### src/rtl/seg_odometer.sv
// Parametrised BCD odometer with wrap/saturate boundary and a two-bus multiplexed 7-segment scan.
// Optional leading-zero blanking is enabled by defining SEG_ODO_LZ_BLANK_EN.
module seg_odometer #(
    parameter int DIGITS = 8,
    parameter bit WRAP   = 1'b1
) (
    input  logic                  clk,
    input  logic                  rst,
    input  logic                  en,
    input  logic                  run,
    input  logic                  clr,
    input  logic                  count_tick,
    input  logic                  scan_tick,
    input  logic [DIGITS-1:0]     dp,
    output logic [4*DIGITS-1:0]   bcd,
    output logic                  ovf,
    output logic                  sat,
    output logic [DIGITS-1:0]     seg_en,
    output logic [7:0]            seg_out0,
    output logic [7:0]            seg_out1
);

    localparam int IDX_W = (DIGITS > 2) ? $clog2(DIGITS) : 1;
    localparam int HALF  = DIGITS / 2;
    localparam logic [IDX_W-1:0] IDX_LAST = IDX_W'(DIGITS - 1);
    localparam logic [IDX_W-1:0] IDX_HALF = IDX_W'(HALF);

    function automatic logic [7:0] seg7(input logic [3:0] d);
        case (d)
            4'd0:    seg7 = 8'b1111_1100;
            4'd1:    seg7 = 8'b0110_0000;
            4'd2:    seg7 = 8'b1101_1010;
            4'd3:    seg7 = 8'b1111_0010;
            4'd4:    seg7 = 8'b0110_0110;
            4'd5:    seg7 = 8'b1011_0110;
            4'd6:    seg7 = 8'b1011_1110;
            4'd7:    seg7 = 8'b1110_0000;
            4'd8:    seg7 = 8'b1111_1110;
            4'd9:    seg7 = 8'b1111_0110;
            default: seg7 = 8'b0000_0000;
        endcase
    endfunction

    function automatic logic all_nines(input logic [4*DIGITS-1:0] v);
        logic r;
        r = 1'b1;
        for (int i = 0; i < DIGITS; i++) begin
            r = r & (v[4*i +: 4] == 4'd9);
        end
        return r;
    endfunction

    logic [4*DIGITS-1:0] bcd_q, bcd_d;
    logic                ovf_q, ovf_d;
    logic                sat_q, sat_d;
    logic [IDX_W-1:0]    idx_q, idx_d;
    logic [DIGITS-1:0]   seg_en_q, seg_en_d;
    logic [7:0]          seg_out0_q, seg_out0_d;
    logic [7:0]          seg_out1_q, seg_out1_d;

    logic [DIGITS-1:0]   blank_s;
    logic [3:0]          digit_s;
    logic [7:0]          glyph_s;
    logic [7:0]          pattern_s;
    logic                upper_s;

    // Counter next state: clear beats increment; the carry ripples through trailing 9s.
    always_comb begin
        logic carry;
        bcd_d = bcd_q;
        ovf_d = 1'b0;
        carry = 1'b1;
        if (clr) begin
            bcd_d = {(4*DIGITS){1'b0}};
        end else if (run && count_tick) begin
            if (all_nines(bcd_q)) begin
                if (WRAP) begin
                    bcd_d = {(4*DIGITS){1'b0}};
                    ovf_d = 1'b1;
                end else begin
                    bcd_d = bcd_q;
                end
            end else begin
                for (int i = 0; i < DIGITS; i++) begin
                    if (carry) begin
                        if (bcd_q[4*i +: 4] == 4'd9) begin
                            bcd_d[4*i +: 4] = 4'd0;
                        end else begin
                            bcd_d[4*i +: 4] = bcd_q[4*i +: 4] + 4'd1;
                            carry = 1'b0;
                        end
                    end else begin
                        bcd_d[4*i +: 4] = bcd_q[4*i +: 4];
                    end
                end
            end
        end else begin
            bcd_d = bcd_q;
        end
        sat_d = WRAP ? 1'b0 : all_nines(bcd_d);
    end

    // Scan index: held at digit 0 while the display is unpowered.
    always_comb begin
        if (!en) begin
            idx_d = {IDX_W{1'b0}};
        end else if (scan_tick) begin
            idx_d = (idx_q == IDX_LAST) ? {IDX_W{1'b0}} : idx_q + {{(IDX_W-1){1'b0}}, 1'b1};
        end else begin
            idx_d = idx_q;
        end
    end

`ifdef SEG_ODO_LZ_BLANK_EN
    // A digit blanks when it and everything above it are zero; digit 0 always shows.
    always_comb begin
        logic zero_above;
        zero_above = 1'b1;
        blank_s    = {DIGITS{1'b0}};
        for (int i = DIGITS - 1; i >= 0; i--) begin
            zero_above = zero_above & (bcd_q[4*i +: 4] == 4'd0);
            blank_s[i] = (i != 0) && zero_above;
        end
    end
`else
    // Blanking disabled: every digit shows its numeral.
    always_comb begin
        blank_s = {DIGITS{1'b0}};
    end
`endif

    // Display next state: select, glyph and bus steering all derive from the same idx_q.
    always_comb begin
        digit_s   = bcd_q[{idx_q, 2'b00} +: 4];
        glyph_s   = seg7(digit_s);
        pattern_s = {(blank_s[idx_q] ? 7'b000_0000 : glyph_s[7:1]), dp[idx_q]};
        upper_s   = (idx_q >= IDX_HALF);
        if (en) begin
            seg_en_d   = {{(DIGITS-1){1'b0}}, 1'b1} << idx_q;
            seg_out0_d = upper_s ? pattern_s : 8'h00;
            seg_out1_d = upper_s ? 8'h00 : pattern_s;
        end else begin
            seg_en_d   = {DIGITS{1'b0}};
            seg_out0_d = 8'h00;
            seg_out1_d = 8'h00;
        end
    end

    // State and output registers.
    always_ff @(posedge clk) begin
        if (rst) begin
            bcd_q      <= {(4*DIGITS){1'b0}};
            ovf_q      <= 1'b0;
            sat_q      <= 1'b0;
            idx_q      <= {IDX_W{1'b0}};
            seg_en_q   <= {DIGITS{1'b0}};
            seg_out0_q <= 8'h00;
            seg_out1_q <= 8'h00;
        end else begin
            bcd_q      <= bcd_d;
            ovf_q      <= ovf_d;
            sat_q      <= sat_d;
            idx_q      <= idx_d;
            seg_en_q   <= seg_en_d;
            seg_out0_q <= seg_out0_d;
            seg_out1_q <= seg_out1_d;
        end
    end

    assign bcd      = bcd_q;
    assign ovf      = ovf_q;
    assign sat      = sat_q;
    assign seg_en   = seg_en_q;
    assign seg_out0 = seg_out0_q;
    assign seg_out1 = seg_out1_q;

endmodule
### config.mk
export PLATFORM = sky130hd
export DESIGN_NAME = seg_odometer
export DESIGN_NICKNAME = d
export VERILOG_FILES = /design/src/rtl/seg_odometer.sv
export SDC_FILE = /design/constraint.sdc
export NUM_CORES = 1
export LEC_CHECK = 0
export BUFFER_PORTS_ARGS = -buffer_cell sky130_fd_sc_hd__buf_2
export CAP_MARGIN = 20
export CORE_ASPECT_RATIO = 0.7
export CORE_UTILIZATION = 50
export CTS_BUF_LIST = sky130_fd_sc_hd__clkbuf_4
export DETAILED_ROUTE_END_ITERATION = 10
export PLACE_DENSITY = 0.75
export SLEW_MARGIN = 20
export SYNTH_ARGS = -nofsm -noshare
export SYNTH_HDL_FRONTEND = slang
export SYNTH_SLANG_ARGS = --single-unit
### constraint.sdc
create_clock -name clk -period 6.9 [get_ports clk]
set_clock_uncertainty 0.05 [all_clocks]
set_input_delay 0.345 -clock clk [delete_from_list [all_inputs] [get_ports clk]]
set_output_delay 0.345 -clock clk [all_outputs]
set_load 0.05 [all_outputs]
==> results_dict.tcl <==
set metrics [dict create \
    achievable-frequency_mhz 356 \
    num_vias 2908 \
    synthArstFlopShare 0 \
    antenna_found_initial 0 \
    path_delay_family "multiplexers" \
    finalNetCount 455 \
    io_pins 73 \
    postRouteWirelength_um 7890 \
    cp_data_arrival_time_ns 3.10 \
    postRouteAntennaNets 0 \
    cts_tree "built" \
    max_cap_viol_count 0 \
    place.gp.congestion 0.848 \
    htree_num_levels 3 \
    worst_path_max_delay_cell "sky130_fd_sc_hd__dfxtp_1" \
    outcome "finished clean" \
    min_path_type "in -> reg" \
    setup.worst_path.start "idx_q[0]$_SDFFE_PP0P_" \
    die-width_um 98.9 \
    worst_path_largest_cell_delay_ns 0.81 \
    post-dp-hpwl_um 5810 \
    min_path_cells 3 \
    grt_pass1_vias 2594 \
    antennaDiodeCount 0 \
    post_cts.repair.setup_buffers 0 \
    hold_path_startpoint "scan_tick" \
    drt_first_iter_violations 145 \
    clkTransAtPathRegs_ns 0.10 \
    holdBufCountCts 0 \
    mappedNetlistArea_sq_mm 0.00329 \
    synthesis.area_per_instance_sq_um 9.50 \
    crit_path_max_fanout 15 \
    relSlewSlack 0.506 \
    grt_first_pass_wirelength_um 12900 \
    mappedNetlistNets 388 \
    crit_path_end_kind "register" \
    grt.total_usage 0.243 \
    area_added_between_synthesis_and_finish_pct 15.0 \
    dr.pass1.iters 5 \
    residual_overflow_from_global_routing 0 \
    dp_worst_setup_slack_ns 4.11 \
    drv_slew 0 \
    cts_resized 0 \
    worstPathCellList "mux4_1 > mux2i_1 > inv_1 > ha_1 > mux2_2 > o21ai_0" \
    clock_insertion_delay_worst_skew_ns 0.41 \
    synth_enable_flop_cells 0 \
    reg2reg_end "seg_out1[1]$_SDFF_PP0_" \
    drt_drc_violations_left 0 \
    port-buffer-count 71 \
    postSynthCellCount 346 \
    worstRegToRegCells 6 \
    pwr_density_cell_mw_per_mm2 167 \
    power.leakage_nw 1.65 \
    fp.coreArea_sq_mm 0.00628 \
    crit_type "reg -> reg" \
    vdd_ir_drop_max_mv 0.139 \
    ys.warnings.count 0 \
    cts_buffers 9 \
    reg2reg_slack_ns 4.09 \
    worst_hold_path.endpoint "idx_q[2]$_SDFFE_PP0P_" \
    maximum_number_of_pins_on_one_net_before_global_route_repair 22 \
    core_occupancy_in_the_finished_layout 0.602 \
    critical_path_required_ns 7.19 \
    num_rows 24 \
    layout-drive-gt1-share 0.237 \
    final_min_period_over_clock_period 0.408 \
    rsz0062_at_grt "no" \
    die_area_sq_mm 0.00691 \
    avgRoutedWirePerCell_um 15.9 \
    synth.yosys.seq_area_share 0.365 \
    clock-sinks 60 \
    setup_slack_ns 4.09 \
    fp.dieH_um 69.8 \
    yosys_register_bits 60 \
    start_kind "register" \
    total_of_endpoints_with_negative_setup_slack_in_the_final_report 0 \
    vias_per_cell 5.87 \
    synth.lib_cells_used.distinct 43 \
    max_slew.worst_pin.slew_ns 0.739 \
    clock_tree.buffer_depth 2 \
    initial_cell_density_of_the_core 0.524 \
    ctsRootBufferMaster "sky130_fd_sc_hd__clkbuf_4" \
    r2r_start "idx_q[0]$_SDFFE_PP0P_" \
    hold_viol_final 0 \
    synth_top_flop_cell "sky130_fd_sc_hd__dfxtp_1" \
    worst-path-buf-inv 1 \
    period_minus_slack_ns 2.81 \
    timing.setup.tns_ns 0 \
]
[synth_stat cells (all sizes together), types with 2 or more instances]
cell	n	area [sq um]
xnor2	2	17.5
and3b	7	61.3
nand4b	2	17.5
clkbuf	5	18.8
or4	10	75.1
or3	9	56.3
xor2	2	17.5
buf	10	65.1
o31ai	10	75.1
nor2	20	75.1
a31oi	2	12.5
and2	12	75.1
ha	27	338
or2	2	12.5
nand2	18	67.6
mux2i	15	188
inv	22	82.6
nand2b	2	12.5
o21ai	20	100
dfxtp	60	1200
mux4	10	244
mux2	3	33.8
a211oi	2	15.0
nand3	9	45.0
nand3b	7	52.6
nor3	5	25.0
a21boi	3	22.5
o22ai	4	25.0
nor4	4	25.0
a21oi	27	135
nand4	11	68.8
[layout by cell type (no fill, tap or decap), types with 5 or more instances in the layout]
cell | Yosys | routed
sky130_fd_sc_hd__a21oi_1 | 27 | 27
sky130_fd_sc_hd__and2_1 | 11 | 11
sky130_fd_sc_hd__and3b_1 | 7 | 7
sky130_fd_sc_hd__buf_2 | 7 | 71
sky130_fd_sc_hd__clkbuf_4 | 0 | 9
sky130_fd_sc_hd__dfxtp_1 | 60 | 60
sky130_fd_sc_hd__ha_1 | 27 | 27
sky130_fd_sc_hd__inv_1 | 21 | 21
sky130_fd_sc_hd__mux2i_1 | 12 | 12
sky130_fd_sc_hd__mux4_1 | 5 | 5
sky130_fd_sc_hd__mux4_2 | 5 | 5
sky130_fd_sc_hd__nand2_1 | 18 | 18
sky130_fd_sc_hd__nand3_1 | 9 | 9
sky130_fd_sc_hd__nand3b_1 | 7 | 7
sky130_fd_sc_hd__nand4_1 | 11 | 11
sky130_fd_sc_hd__nor2_1 | 20 | 20
sky130_fd_sc_hd__nor3_1 | 5 | 5
sky130_fd_sc_hd__o21ai_0 | 18 | 18
sky130_fd_sc_hd__o31ai_1 | 10 | 10
sky130_fd_sc_hd__or3_1 | 9 | 9
sky130_fd_sc_hd__or4_1 | 10 | 10
[registers in the layout, summed over array words and instances, names as in the netlist]
name / cells
seg_out1: 8
seg_out0: 8
ovf: 1
bcd: 32
seg_en: 8
idx_q: 3
[through the flow]
| step | instances | total power [mW] | hold WS [ns] | instance area, sq um |
|---|---|---|---|---|
| 6_report | 495 | 0.631 | 0.191 | 3780 |
| 5_1_grt | 495 | 0.658 | 0.166 | 3780 |
| 4_1_cts | 495 | 0.635 | 0.167 | 3780 |
| 3_5_place_dp | 480 | 0.405 | 0.469 | 3660 |
| 3_3_place_gp | 480 | 0.404 | 0.456 | 3660 |
| 2_1_floorplan | 346 | 0.393 | 0.447 | 3290 |
[cells by family after synthesis]
kind of cell               after synthesis  synth area share
and+or+nand+nor                        120             0.208
other                                    1           0.00114
buffers and inverters                   37            0.0506
xor gates and xnor gates                 4            0.0107
DFF                                     60             0.365
AOI/OAI and AO/OA                       69             0.120
muxes                                   28             0.142
adders and majority gates               27             0.103
[worst min-delay path: cells and delay by family]
family	cells	cell delay, ns
buffers and inverters	1	0.12
multiplexers	1	0.07
AND/OR/NAND/NOR	1	0.08
[how the worst max path moves through the flow]
| stage | end | slack [ns] | cells after the start |
|---|---|---|---|
| floorplan | seg_out1[1]$_SDFF_PP0_ | 4.53 | 7 |
| global route | seg_out1[7]$_SDFF_PP0_ | 3.78 | 6 |
| CTS | seg_out1[1]$_SDFF_PP0_ | 4.08 | 6 |
| detailed placement | seg_out1[1]$_SDFF_PP0_ | 4.11 | 6 |
| finish | seg_out1[1]$_SDFF_PP0_ | 4.09 | 6 |
| global placement | seg_out1[1]$_SDFF_PP0_ | 4.20 | 6 |
[metal layers]
layer	track usage	wire (um)	share of wire
met5	0	0	0
met4	0.0680	109	0.014
met3	0.0917	657	0.083
met2	0.361	3310	0.42
met1	0.328	3810	0.48
[cell type report]
class	count	area, sq um
clock buffers	9	67.6
clock inverters	6	56.3
fillers	539	2500
inverters	22	82.6
multi-input cells	249	1920
flip-flops and latches	60	1200
well taps	78	97.6
repair buffers	71	355
[power by group]
part           leakage [nW]  internal, mW  switching, mW
Sequential            0.485         0.350        0.00323
Combinational          1.09        0.0144         0.0297
Clock                0.0690         0.105          0.128
Note: power is estimated with default switching activity, not from simulation.
